[config.mk]
export PLATFORM = sky130hd
export DESIGN_NAME = multicycle_controller
export DESIGN_NICKNAME = d
export VERILOG_FILES = /design/src/rtl/multicycle_controller.sv
export SDC_FILE = /design/constraint.sdc
export NUM_CORES = 1
export LEC_CHECK = 0
export CAP_MARGIN = 10
export CORE_MARGIN = 2
export CORE_UTILIZATION = 35
export CTS_CLUSTER_DIAMETER = 30
export CTS_CLUSTER_SIZE = 12
export DETAILED_ROUTE_END_ITERATION = 12
export GPL_TIMING_DRIVEN = 0
export HOLD_SLACK_MARGIN = 0.03
export PLACE_DENSITY = 0.74
export SYNTH_ARGS = -nofsm -noshare
export SYNTH_HDL_FRONTEND = slang
export SYNTH_SLANG_ARGS = --single-unit
[constraint.sdc]
create_clock -name clk -period 1.5 [get_ports clk]
set_input_delay 0.3 -clock clk [delete_from_list [all_inputs] [get_ports clk]]
set_output_delay 0.3 -clock clk [all_outputs]
set_load 0.05 [all_outputs]
[src/rtl/multicycle_controller.sv]
// Main control FSM for the multicycle RV32I-subset core: decodes the latched
// instruction fields and sequences the shared memory / single ALU datapath.
module multicycle_controller #(
  parameter logic [31:0] RESET_PC = 32'h0000_0000
) (
  input  logic       clk,
  input  logic       rst,
  input  logic [6:0] opcode,
  input  logic [2:0] funct3,
  input  logic       funct7b5,
  input  logic       zero,
  output logic       pc_write,
  output logic       adr_src,
  output logic       mem_write,
  output logic       ir_write,
  output logic [1:0] result_src,
  output logic [1:0] alu_src_a,
  output logic [1:0] alu_src_b,
  output logic [2:0] alu_control,
  output logic [1:0] imm_src,
  output logic       reg_write,
  output logic       illegal,
  output logic [3:0] state
);

  typedef enum logic [3:0] {
    FETCH    = 4'd0,
    DECODE   = 4'd1,
    MEMADR   = 4'd2,
    MEMREAD  = 4'd3,
    MEMWB    = 4'd4,
    MEMWRITE = 4'd5,
    EXECR    = 4'd6,
    ALUWB    = 4'd7,
    EXECI    = 4'd8,
    JAL      = 4'd9,
    BEQ      = 4'd10,
    HALT     = 4'd11
  } state_t;

  localparam logic [6:0] OP_LW  = 7'b0000011;
  localparam logic [6:0] OP_SW  = 7'b0100011;
  localparam logic [6:0] OP_R   = 7'b0110011;
  localparam logic [6:0] OP_I   = 7'b0010011;
  localparam logic [6:0] OP_JAL = 7'b1101111;
  localparam logic [6:0] OP_BR  = 7'b1100011;

  localparam logic [2:0] ALU_ADD = 3'b000;
  localparam logic [2:0] ALU_SUB = 3'b001;
  localparam logic [2:0] ALU_AND = 3'b010;
  localparam logic [2:0] ALU_OR  = 3'b011;
  localparam logic [2:0] ALU_SLT = 3'b101;

  state_t     state_q, state_d;
  logic       funct3_ok;
  logic [2:0] alu_dec;
  logic       pc_en, mem_en, ir_en, reg_en;

  assign state     = state_q;
  assign funct3_ok = (funct3 == 3'b000) || (funct3 == 3'b010) ||
                     (funct3 == 3'b110) || (funct3 == 3'b111);

  always_ff @(posedge clk) begin
    if (rst) state_q <= FETCH;
    else     state_q <= state_d;
  end

  // addi ignores instr[30]; only R-type uses it to select sub
  always_comb begin
    alu_dec = ALU_ADD;
    case (funct3)
      3'b000:  alu_dec = (state_q == EXECR && funct7b5) ? ALU_SUB : ALU_ADD;
      3'b010:  alu_dec = ALU_SLT;
      3'b110:  alu_dec = ALU_OR;
      3'b111:  alu_dec = ALU_AND;
      default: alu_dec = ALU_ADD;
    endcase
  end

  always_comb begin
    state_d = state_q;
    case (state_q)
      FETCH: state_d = DECODE;
      DECODE: begin
        case (opcode)
          OP_LW, OP_SW: state_d = MEMADR;
          OP_R:         state_d = funct3_ok ? EXECR : HALT;
          OP_I:         state_d = funct3_ok ? EXECI : HALT;
          OP_JAL:       state_d = JAL;
          OP_BR:        state_d = (funct3 == 3'b000) ? BEQ : HALT;
          default:      state_d = HALT;
        endcase
      end
      MEMADR:                      state_d = (opcode == OP_SW) ? MEMWRITE : MEMREAD;
      MEMREAD:                     state_d = MEMWB;
      EXECR, EXECI, JAL:           state_d = ALUWB;
      MEMWB, MEMWRITE, ALUWB, BEQ: state_d = FETCH;
      HALT:                        state_d = HALT;
      default:                     state_d = FETCH;
    endcase
  end

  always_comb begin
    pc_en       = 1'b0;
    adr_src     = 1'b0;
    mem_en      = 1'b0;
    ir_en       = 1'b0;
    result_src  = 2'b00;
    alu_src_a   = 2'b00;
    alu_src_b   = 2'b00;
    alu_control = ALU_ADD;
    reg_en      = 1'b0;
    case (state_q)
      FETCH: begin
        ir_en      = 1'b1;
        alu_src_b  = 2'b10;
        result_src = 2'b10;
        pc_en      = 1'b1;
      end
      DECODE: begin
        alu_src_a = 2'b01;
        alu_src_b = 2'b01;
      end
      MEMADR: begin
        alu_src_a = 2'b10;
        alu_src_b = 2'b01;
      end
      MEMREAD: adr_src = 1'b1;
      MEMWB: begin
        result_src = 2'b01;
        reg_en     = 1'b1;
      end
      MEMWRITE: begin
        adr_src = 1'b1;
        mem_en  = 1'b1;
      end
      EXECR: begin
        alu_src_a   = 2'b10;
        alu_control = alu_dec;
      end
      EXECI: begin
        alu_src_a   = 2'b10;
        alu_src_b   = 2'b01;
        alu_control = alu_dec;
      end
      ALUWB: reg_en = 1'b1;
      // PC takes the target precomputed in DECODE while the ALU forms old PC+4
      JAL: begin
        alu_src_a = 2'b01;
        alu_src_b = 2'b10;
        pc_en     = 1'b1;
      end
      BEQ: begin
        alu_src_a   = 2'b10;
        alu_control = ALU_SUB;
        pc_en       = zero;
      end
      default: ;
    endcase
  end

  // Enables are masked during reset so an aborted instruction has no side effects
  assign pc_write  = pc_en  & ~rst;
  assign mem_write = mem_en & ~rst;
  assign ir_write  = ir_en  & ~rst;
  assign reg_write = reg_en & ~rst;
  assign illegal   = (state_q == HALT) & ~rst;

  always_comb begin
    case (opcode)
      OP_SW:   imm_src = 2'b01;
      OP_BR:   imm_src = 2'b10;
      OP_JAL:  imm_src = 2'b11;
      default: imm_src = 2'b00;
    endcase
  end

endmodule
==> summary.txt, run 1 <==
Place
  – Pre-CTS WS: -1.10 ns
  – DPL Wire Length: 1760 um
  – Placer Congestion: 0.868
  – Port Buffers: 33
  – Placed instance area: 1290 um2

CTS
  – CTS buffer count: 3
  – Clock root buffer: clkbuf_4
  – Htree depth: 1
  – Bufs on Longest Clock Path: 2
  – # clock sinks: 4
  – # hold bufs at CTS: 0

Yosys
  – Count leader, synth: a21oi_1
  – Post-Syn Area: 662 um2
  – Post-Synthesis Cells: 101
  – Seq/Total Area, Yosys: 12.1%
  – Syn Nets: 115
  – Top cells by area, synth: dfxtp_1 (12%), a21oi_1 (11%), nand2_1 (5.7%)
  – Flop and latch count out of synthesis: 4
  – Yosys warning total: 0
  – Top cell type's share of synthesized area: 12.1%
  – Top cells by count, synth: a21oi_1 (14), nand2_1 (10), nor2_1 (7)
  – Average cell area after synthesis: 6.55 um2
  – Area leader, netlist: dfxtp_1
  – EDFF count, synth: 0
  – Unique masters post-synth: 38
  – FFs w/ async S/R, synth: 0%
  – Primary FF master, synth: dfxtp_1

Global routing
  – Antenna violations before repair: 0
  – Largest net degree at the start of global routing: 11

Floorplan
  – Row count: 15
  – Die height: 47.5 um
  – Die width: 47.5 um
  – Initial Utilization: 37.9%
  – Top-Level Pins: 35

Status
  – Run Error: [ERROR DPL-0033] detailed placement checks failed during check placement.
  – Halt Stage: global routing
  – Status: aborted with a tool error

STA
  – Worst endpoint, post-GRT repair: alu_control[2]
  – Worst ep type: output port
cell families after synthesis:
logic type	after synthesis	synth area share, %
buffers and inverters	13	10.4
AO/OA/AOI/OAI	36	34.0
AND/OR/NAND/NOR	46	40.8
flip-flops	4	12.1
XOR/XNOR	2	2.65
metrics by stage:
stage	instances	TNS [ns]
after floorplan	101	-1.29
after global placement	159	-12.25
after detailed placement	159	-12.51
after CTS	178	-2.08
repair_timing:
action	CTS
gates resized for setup	173
setup endpoints to repair	25
buffers inserted	16
pin swaps	15
endpoints found under the hold margin	0
==> inputs of run 2 (changes only) <==
Settings changed: CORE_AREA set to 2 2 63 65, CORE_MARGIN 2 to not set, CORE_UTILIZATION 35 to not set, CTS_CLUSTER_DIAMETER 30 to not set, CTS_CLUSTER_SIZE 12 to not set, DIE_AREA set to 0 0 65 67, HOLD_SLACK_MARGIN 0.03 to not set, PLACE_DENSITY 0.74 to not set, PLACE_DENSITY_LB_ADDON set to 0.15.
Clock period 1.5 ns to 1.95 ns, I/O delays scaled along.
==> run 2 against run 1 <==
Area after synthesis unchanged. Synthesized cell count unchanged. The run now ends clean.
==> summary.txt, run 2 <==
Yosys
  – Yosys warning total: 0 (unchanged)
  – Flop and latch count out of synthesis: 4 (unchanged)
  – Count leader, synth: a21oi_1 (unchanged)
  – Primary FF master, synth: dfxtp_1 (unchanged)
  – Syn Nets: 115 (unchanged)
  – EDFF count, synth: 0 (unchanged)
  – Seq/Total Area, Yosys: 12.1% (unchanged)
  – Top cell type's share of synthesized area: 12.1% (unchanged)
  – Top cells by area, synth: dfxtp_1 (12%), a21oi_1 (11%), nand2_1 (5.7%) (unchanged)
  – Area leader, netlist: dfxtp_1 (unchanged)
  – FFs w/ async S/R, synth: 0% (unchanged)
  – Unique masters post-synth: 38 (unchanged)
  – Post-Synthesis Cells: 101 (unchanged)
  – Post-Syn Area: 662 um2 (unchanged)
  – Top cells by count, synth: a21oi_1 (14), nand2_1 (10), nor2_1 (7) (unchanged)
  – Average cell area after synthesis: 6.55 um2 (unchanged)

Power
  – Leakage power: 0.000480 uW
  – Peak supply drop: 0.244 mV
  – P per Cell Area: 1480 nW/um2

Place
  – Placer Congestion: 0.801 (was 0.868)
  – Port Buffers: 33 (unchanged)
  – DPL Wire Length: 1950 um (was 1760 um)

CTS
  – # hold bufs at CTS: 0 (unchanged)
  – CTS tree: done
  – CTS clk-pin slew, worst paths: 0.03 ns
  – # clock sinks: 4 (unchanged)
  – CTS buffer count: 3 (unchanged)
  – Htree depth: 1 (unchanged)
  – Bufs on Longest Clock Path: 2 (unchanged)
  – Clock root buffer: clkbuf_8 (was clkbuf_4)
  – Clock Latency Late Sink: 0.21 ns

Hold path
  – Worst hold-check path type: in -> reg
  – Hold path start: rst

Finish
  – Most frequent cells in the layout: nand2_1 (9), a21oi_1 (9), dlygate4sd2_1 (9)
  – Area grow syn2layout: 87.9%
  – Layout cell share with drive strength beyond 1: 44.2%
  – ANT cells: 0
  – Number of flip-flops in the largest register: 4
  – Fillers: 394
  – Share of the core filled with cells: 34.5%
  – Post-layout nets: 154

Global routing
  – First-pass GRT wire length: 4040 um
  – Vias in the first global route: 913
  – Largest net degree at the start of global routing: 11
  – Gr usage total: 11.9%
  – Antenna violations before repair: 0
  – Grt total ovfl: 0

Floorplan
  – Die area: 4360 um2
  – Die height: 67 um (was 47.5 um)
  – Die width: 65 um (was 47.5 um)
  – Initial Utilization: 18.4% (was 37.9%)
  – Core ar.: 3610 um2
  – Top-Level Pins: 35 (unchanged)
  – Row count: 22 (was 15)

Drt
  – DR WL/cell: 13.0 um
  – First DRT Iteration DRCs: 37
  – TritonRoute pass-1 iters: 4
  – Post-DRT Antenna Nets: 0
  – Total Wirelength: 2420 um
  – Avg Vias per Cell: 4.85
  – Vias: 903
  – DRC Markers: 0

Worst setup path
  – Critical R2R Launch: state[0]
  – Worst setup EP type: output pin
  – Critical-path maximum fanout: 9
  – Critical path launch point type: flip-flop
  – Worst EP arrival: 1.50 ns
  – CP Data Required Time: 1.56 ns
  – CP Class: reg -> out
  – Origin of the worst setup path: state[0]

STA
  – Sum Neg Setup Slack: 0 ns
  – Endpoints failing setup: 0
  – Hold Vio Cnt, Final: 0
  – Pins over their slew limit: 0
  – Max-slew headroom at the worst pin: 67.0%
  – RSZ-0062 raised after global routing: true
  – Period utilisation layout: 96.8%
  – Worst-Margin Slew: 0.494 ns
  – Final min period: 1.89 ns
  – Max Clock Skew: 0.00119 ns
  – Fmax achieved: 530 MHz

Status
  – Status: completed (was aborted with a tool error)

Flow run
  – Max-Cap Viols: 0
run 2: stage by stage:
step / hold WS [ns] / instances / area [um2] / power (uW) / setup WS [ns]
floorplan: 0.534 / 101 / 790 / 1250 / -0.0854
global placement: 0.643 / 182 / 1180 / 1660 / -0.814
detailed placement: 0.643 / 182 / 1180 / 1670 / -0.841
CTS: 0.532 / 185 / 1210 / 1840 / 0.00512
global route: 0.536 / 186 / 1240 / 1960 / -0.00117
finish: 0.532 / 186 / 1240 / 1840 / 0.0631
run 2: worst max-delay path, cell delays in order (launching register included):
cell	delay, ns
dfxtp_2	0.30
buf_4	0.16
nor2b_2	0.25
or2_1	0.22
o21ai_2	0.07
nor2_2	0.08
buf_4	0.20
run 2: cell type report:
| class | count | area (um2) | area share [%] |
|---|---|---|---|
| Buffer | 6 | 53.8 | 4.33 |
| Clock buffer | 3 | 41.3 | 3.32 |
| Inverter | 7 | 26.3 | 2.11 |
| Multi-Input combinational cell | 84 | 669 | 53.8 |
| Sequential cell | 4 | 90.1 | 7.24 |
| Tap cell | 48 | 60.1 | 4.83 |
| Timing Repair Buffer | 34 | 303 | 24.3 |
run 2: cell families after synthesis:
logic type / synth area share [%]
AND/OR/NAND/NOR: 40.8
XOR/XNOR: 2.65
buffers and inverters: 10.4
flip-flops: 12.1
AO/OA/AOI/OAI: 34.0
run 2: timing repair:
action | in CTS | in global routing
endpoints found under the setup margin | 18 | 9
buffers inserted | 0 | 1
endpoints found under the hold margin | 0 | 0
pin swaps | 0 | 5
gates cloned | 0 | 0
resized for setup | 101 | 15
run 2: final timing paths:
path	to	slack [ns]	cells past startpoint
setup / recovery	alu_src_b[0]	0.06	6
setup reg to reg	state[2]	0.37	5
hold reg to reg	state[3]	0.67	3
hold / removal	state[2]	0.53	2
run 2: routing by layer:
metal	global-route usage, %	vias to the layer above	share of wire [%]
met5	0	-	0
met4	3.19	0	0
met3	1.86	0	5.8
met2	21.9	22	51
met1	14.1	429	44
li1	-	452	-
run 2: report_power, final:
group	switching, uW	internal [uW]
sequential	57.7	126
combinational	1010	473
clock	39.3	131
(Power assumes the default switching activity.)
==> inputs of run 3 (changes only) <==
Settings changed: CTS_CLUSTER_DIAMETER set to 60.
==> results of run 3 <==
The final DEF is identical to that of run 2; final timing and power are the same.
==> inputs of run 4 (changes only) <==
Settings changed: DONT_BUFFER_PORTS set to 1.
Clock period 1.95 ns to 2.05 ns, I/O delays scaled along.
==> run 4 against run 3 <==
The run now ends with negative setup slack left. Sequential cell count is the same. Worst setup slack worse by 0.079 ns. Combinational power shrank 9%. Clock power about the same. Via count decreased by 10%. Critical path depth shrank 2. Critical endpoint is now alu_control[2]. Core utilization decreased by 4.4 points. Non-clock buffer count is 28 lower. Critical path type unchanged. First-iteration DRC count grew 38%.
==> summary.txt, run 4 (synthesis results as in run 2) <==
Power
  – Peak supply drop: 0.295 mV (was 0.244 mV)
  – Leakage power: 0.000353 uW (was 0.000480 uW)
  – P per Cell Area: 1670 nW/um2 (was 1480 nW/um2)
  – Design Power: 1810 uW (was 1840 uW)

Floorplan
  – Row count: 22 (unchanged)
  – Die height: 67 um (unchanged)
  – Top-Level Pins: 35 (unchanged)
  – Core ar.: 3610 um2 (unchanged)
  – Initial Utilization: 18.4% (unchanged)
  – Die area: 4360 um2 (unchanged)
  – Die width: 65 um (unchanged)

Drt
  – DRC Markers: 0 (unchanged)
  – Post-DRT Antenna Nets: 0 (unchanged)
  – TritonRoute pass-1 iters: 4 (unchanged)
  – DR WL/cell: 15.6 um (was 13.0 um)
  – Avg Vias per Cell: 5.13 (was 4.85)
  – First DRT Iteration DRCs: 51 (was 37)
  – Vias: 811 (was 903)
  – Total Wirelength: 2460 um (was 2420 um)

Status
  – Status: complete, but fails checks (was completed)
  – Failing checks: negative setup slack

STA
  – Worst-Margin Slew: 1.04 ns (was 0.494 ns)
  – Setup WS post-layout: -0.0156 ns (was 0.0631 ns)
  – Max Clock Skew: 0.00254 ns (was 0.00119 ns)
  – Hold Vio Cnt, Final: 0 (unchanged)
  – Final min period: 2.07 ns
  – Pins over their slew limit: 0 (unchanged)
  – Worst hold slack: 0.370 ns (was 0.532 ns)
  – Period utilisation layout: 101%
  – Endpoints failing setup: 2 (was 0)
  – Max-slew headroom at the worst pin: 31.0% (was 67.0%)
  – RSZ-0062 raised after global routing: true (unchanged)
  – Fmax achieved: 484 MHz

Place
  – Placed instance area: 828 um2 (was 1180 um2)
  – Pre-CTS WS: -0.375 ns (was -0.841 ns)
  – Port Buffers: 0 (was 33)
  – Placer Congestion: 0.804 (was 0.801)
  – DPL Wire Length: 1840 um (was 1950 um)

Worst setup path
  – CP Data Required Time: 1.64 ns (was 1.56 ns)
  – Critical path launch point type: flip-flop (unchanged)
  – CP Class: reg -> out (unchanged)
  – Slack of the worst reg-to-reg path: 0.34 ns (was 0.37 ns)
  – Worst EP arrival: 1.66 ns (was 1.50 ns)
  – Critical-path maximum fanout: 10 (was 9)
  – Worst R2R End: state[2] (unchanged)
  – Critical R2R Launch: state[0] (unchanged)
  – Reg2Reg Depth: 5 (unchanged)
  – Worst setup EP type: output pin (unchanged)

Hold path
  – Hold path cells: 2 (unchanged)
  – Hold Crit Endpoint: state[0] (was state[2])
  – Worst hold-check path type: in -> reg (unchanged)
  – Hold path start: opcode[6] (was rst)

Finish
  – Most frequent cells in the layout: a21oi_1 (10), nand2_1 (9), nor3_4 (6), o21ai_0 (6) (was nand2_1 (9), a21oi_1 (9), dlygate4sd2_1 (9))
  – Final Cell Area: 1090 um2 (was 1240 um2)
  – Area grow syn2layout: 64.1% (was 87.9%)
  – Share of the core filled with cells: 30.1% (was 34.5%)
  – ANT cells: 0 (unchanged)
  – Layout cell share with drive strength beyond 1: 43.6% (was 44.2%)
  – Fillers: 405 (was 394)
  – Post-layout nets: 126 (was 154)
  – Most common cell after layout, fill and taps aside: a21oi_1
  – Number of flip-flops in the largest register: 4 (unchanged)

Global routing
  – Grt total ovfl: 0 (unchanged)
  – First-pass GRT wire length: 3890 um (was 4040 um)
  – Gr usage total: 11.5% (was 11.9%)
  – Largest net degree at the start of global routing: 11 (unchanged)
  – Vias in the first global route: 801 (was 913)
  – Antenna violations before repair: 0 (unchanged)

CTS
  – # clock sinks: 4 (unchanged)
  – CTS buffer count: 3 (unchanged)
  – CTS clk-pin slew, worst paths: 0.03 ns (about the same)
  – # hold bufs at CTS: 0 (unchanged)
  – CTS tree: done (unchanged)
  – Bufs on Longest Clock Path: 2 (unchanged)
  – Htree depth: 1 (unchanged)
  – Clock root buffer: clkbuf_8 (unchanged)
  – Clock Latency Late Sink: 0.22 ns (was 0.21 ns)

Flow run
  – Max-Cap Viols: 0 (unchanged)
==> run 4: changes by cell type in the layout (fill, tap and decap cells not counted), sizes merged <==
cell	change
inv	-1
clkinvlp	+1
dlygate4sd2	-9
buf	-5
clkbuf	-3
clkdlybuf4s15	-4
dlymetal6s2s	-2
clkdlybuf4s50	-5
==> run 4: worst max-delay path by stage <==
stage | from | endpoint | cells after the start
after floorplan | state[0] | alu_src_a[0] | 4
after global placement | state[0] | alu_src_a[0] | 4
after detailed placement | state[0] | alu_src_a[0] | 4
after CTS | state[2] | alu_control[2] | 4
after global routing | state[2] | alu_control[2] | 4
final | state[2] | alu_control[2] | 4
==> run 4: through the flow <==
stage | TNS (ns) | instances
2_1_floorplan | -0.466 | 101
3_5_place_dp | -2.13 | 149
6_report | -0.0232 | 158
3_3_place_gp | -2.09 | 149
4_1_cts | -0.205 | 153
5_1_grt | -0.208 | 158
==> run 4: worst max-delay path: stages (launching register included) <==
cell and delay [ns]:
dfxtp_4 0.42, buf_12 0.18, nor2_4 0.13, a22oi_2 0.14
nor4_4 0.57
==> run 4: repair_timing <==
action,4_1_cts,5_1_grt
setup buffers,1,4
cloned,0,1
pin swaps,3,5
endpoints found under the setup margin,15,8
resized for setup,36,8
==> run 4: per-layer routing <==
layer | vias to the layer above | routed length, um | track usage (%)
li1 | 396 | - | -
met1 | 390 | 1090 | 13.8
met2 | 21 | 1190 | 20.0
met3 | 4 | 152 | 3.89
met4 | 0 | 29 | 2.39
met5 | - | 0 | 0
==> run 4: power by group <==
part	internal (uW)	switching [uW]	total, uW
logic	451	900	1350
registers	125	169	294
clock network	125	42.8	168
total	701	1110	1810
==> run 4: cell type report <==
class                           instances  area, um2  share of cell area, %
Multi-Input combinational cell         84        707                   65.1
Sequential cell                         4       95.1                   8.76
Buffer                                  6       92.6                   8.53
Timing Repair Buffer                    6       60.1                   5.53
Tap cell                               48       60.1                   5.53
Clock buffer                            3       41.3                   3.80
Inverter                                7       30.0                   2.76
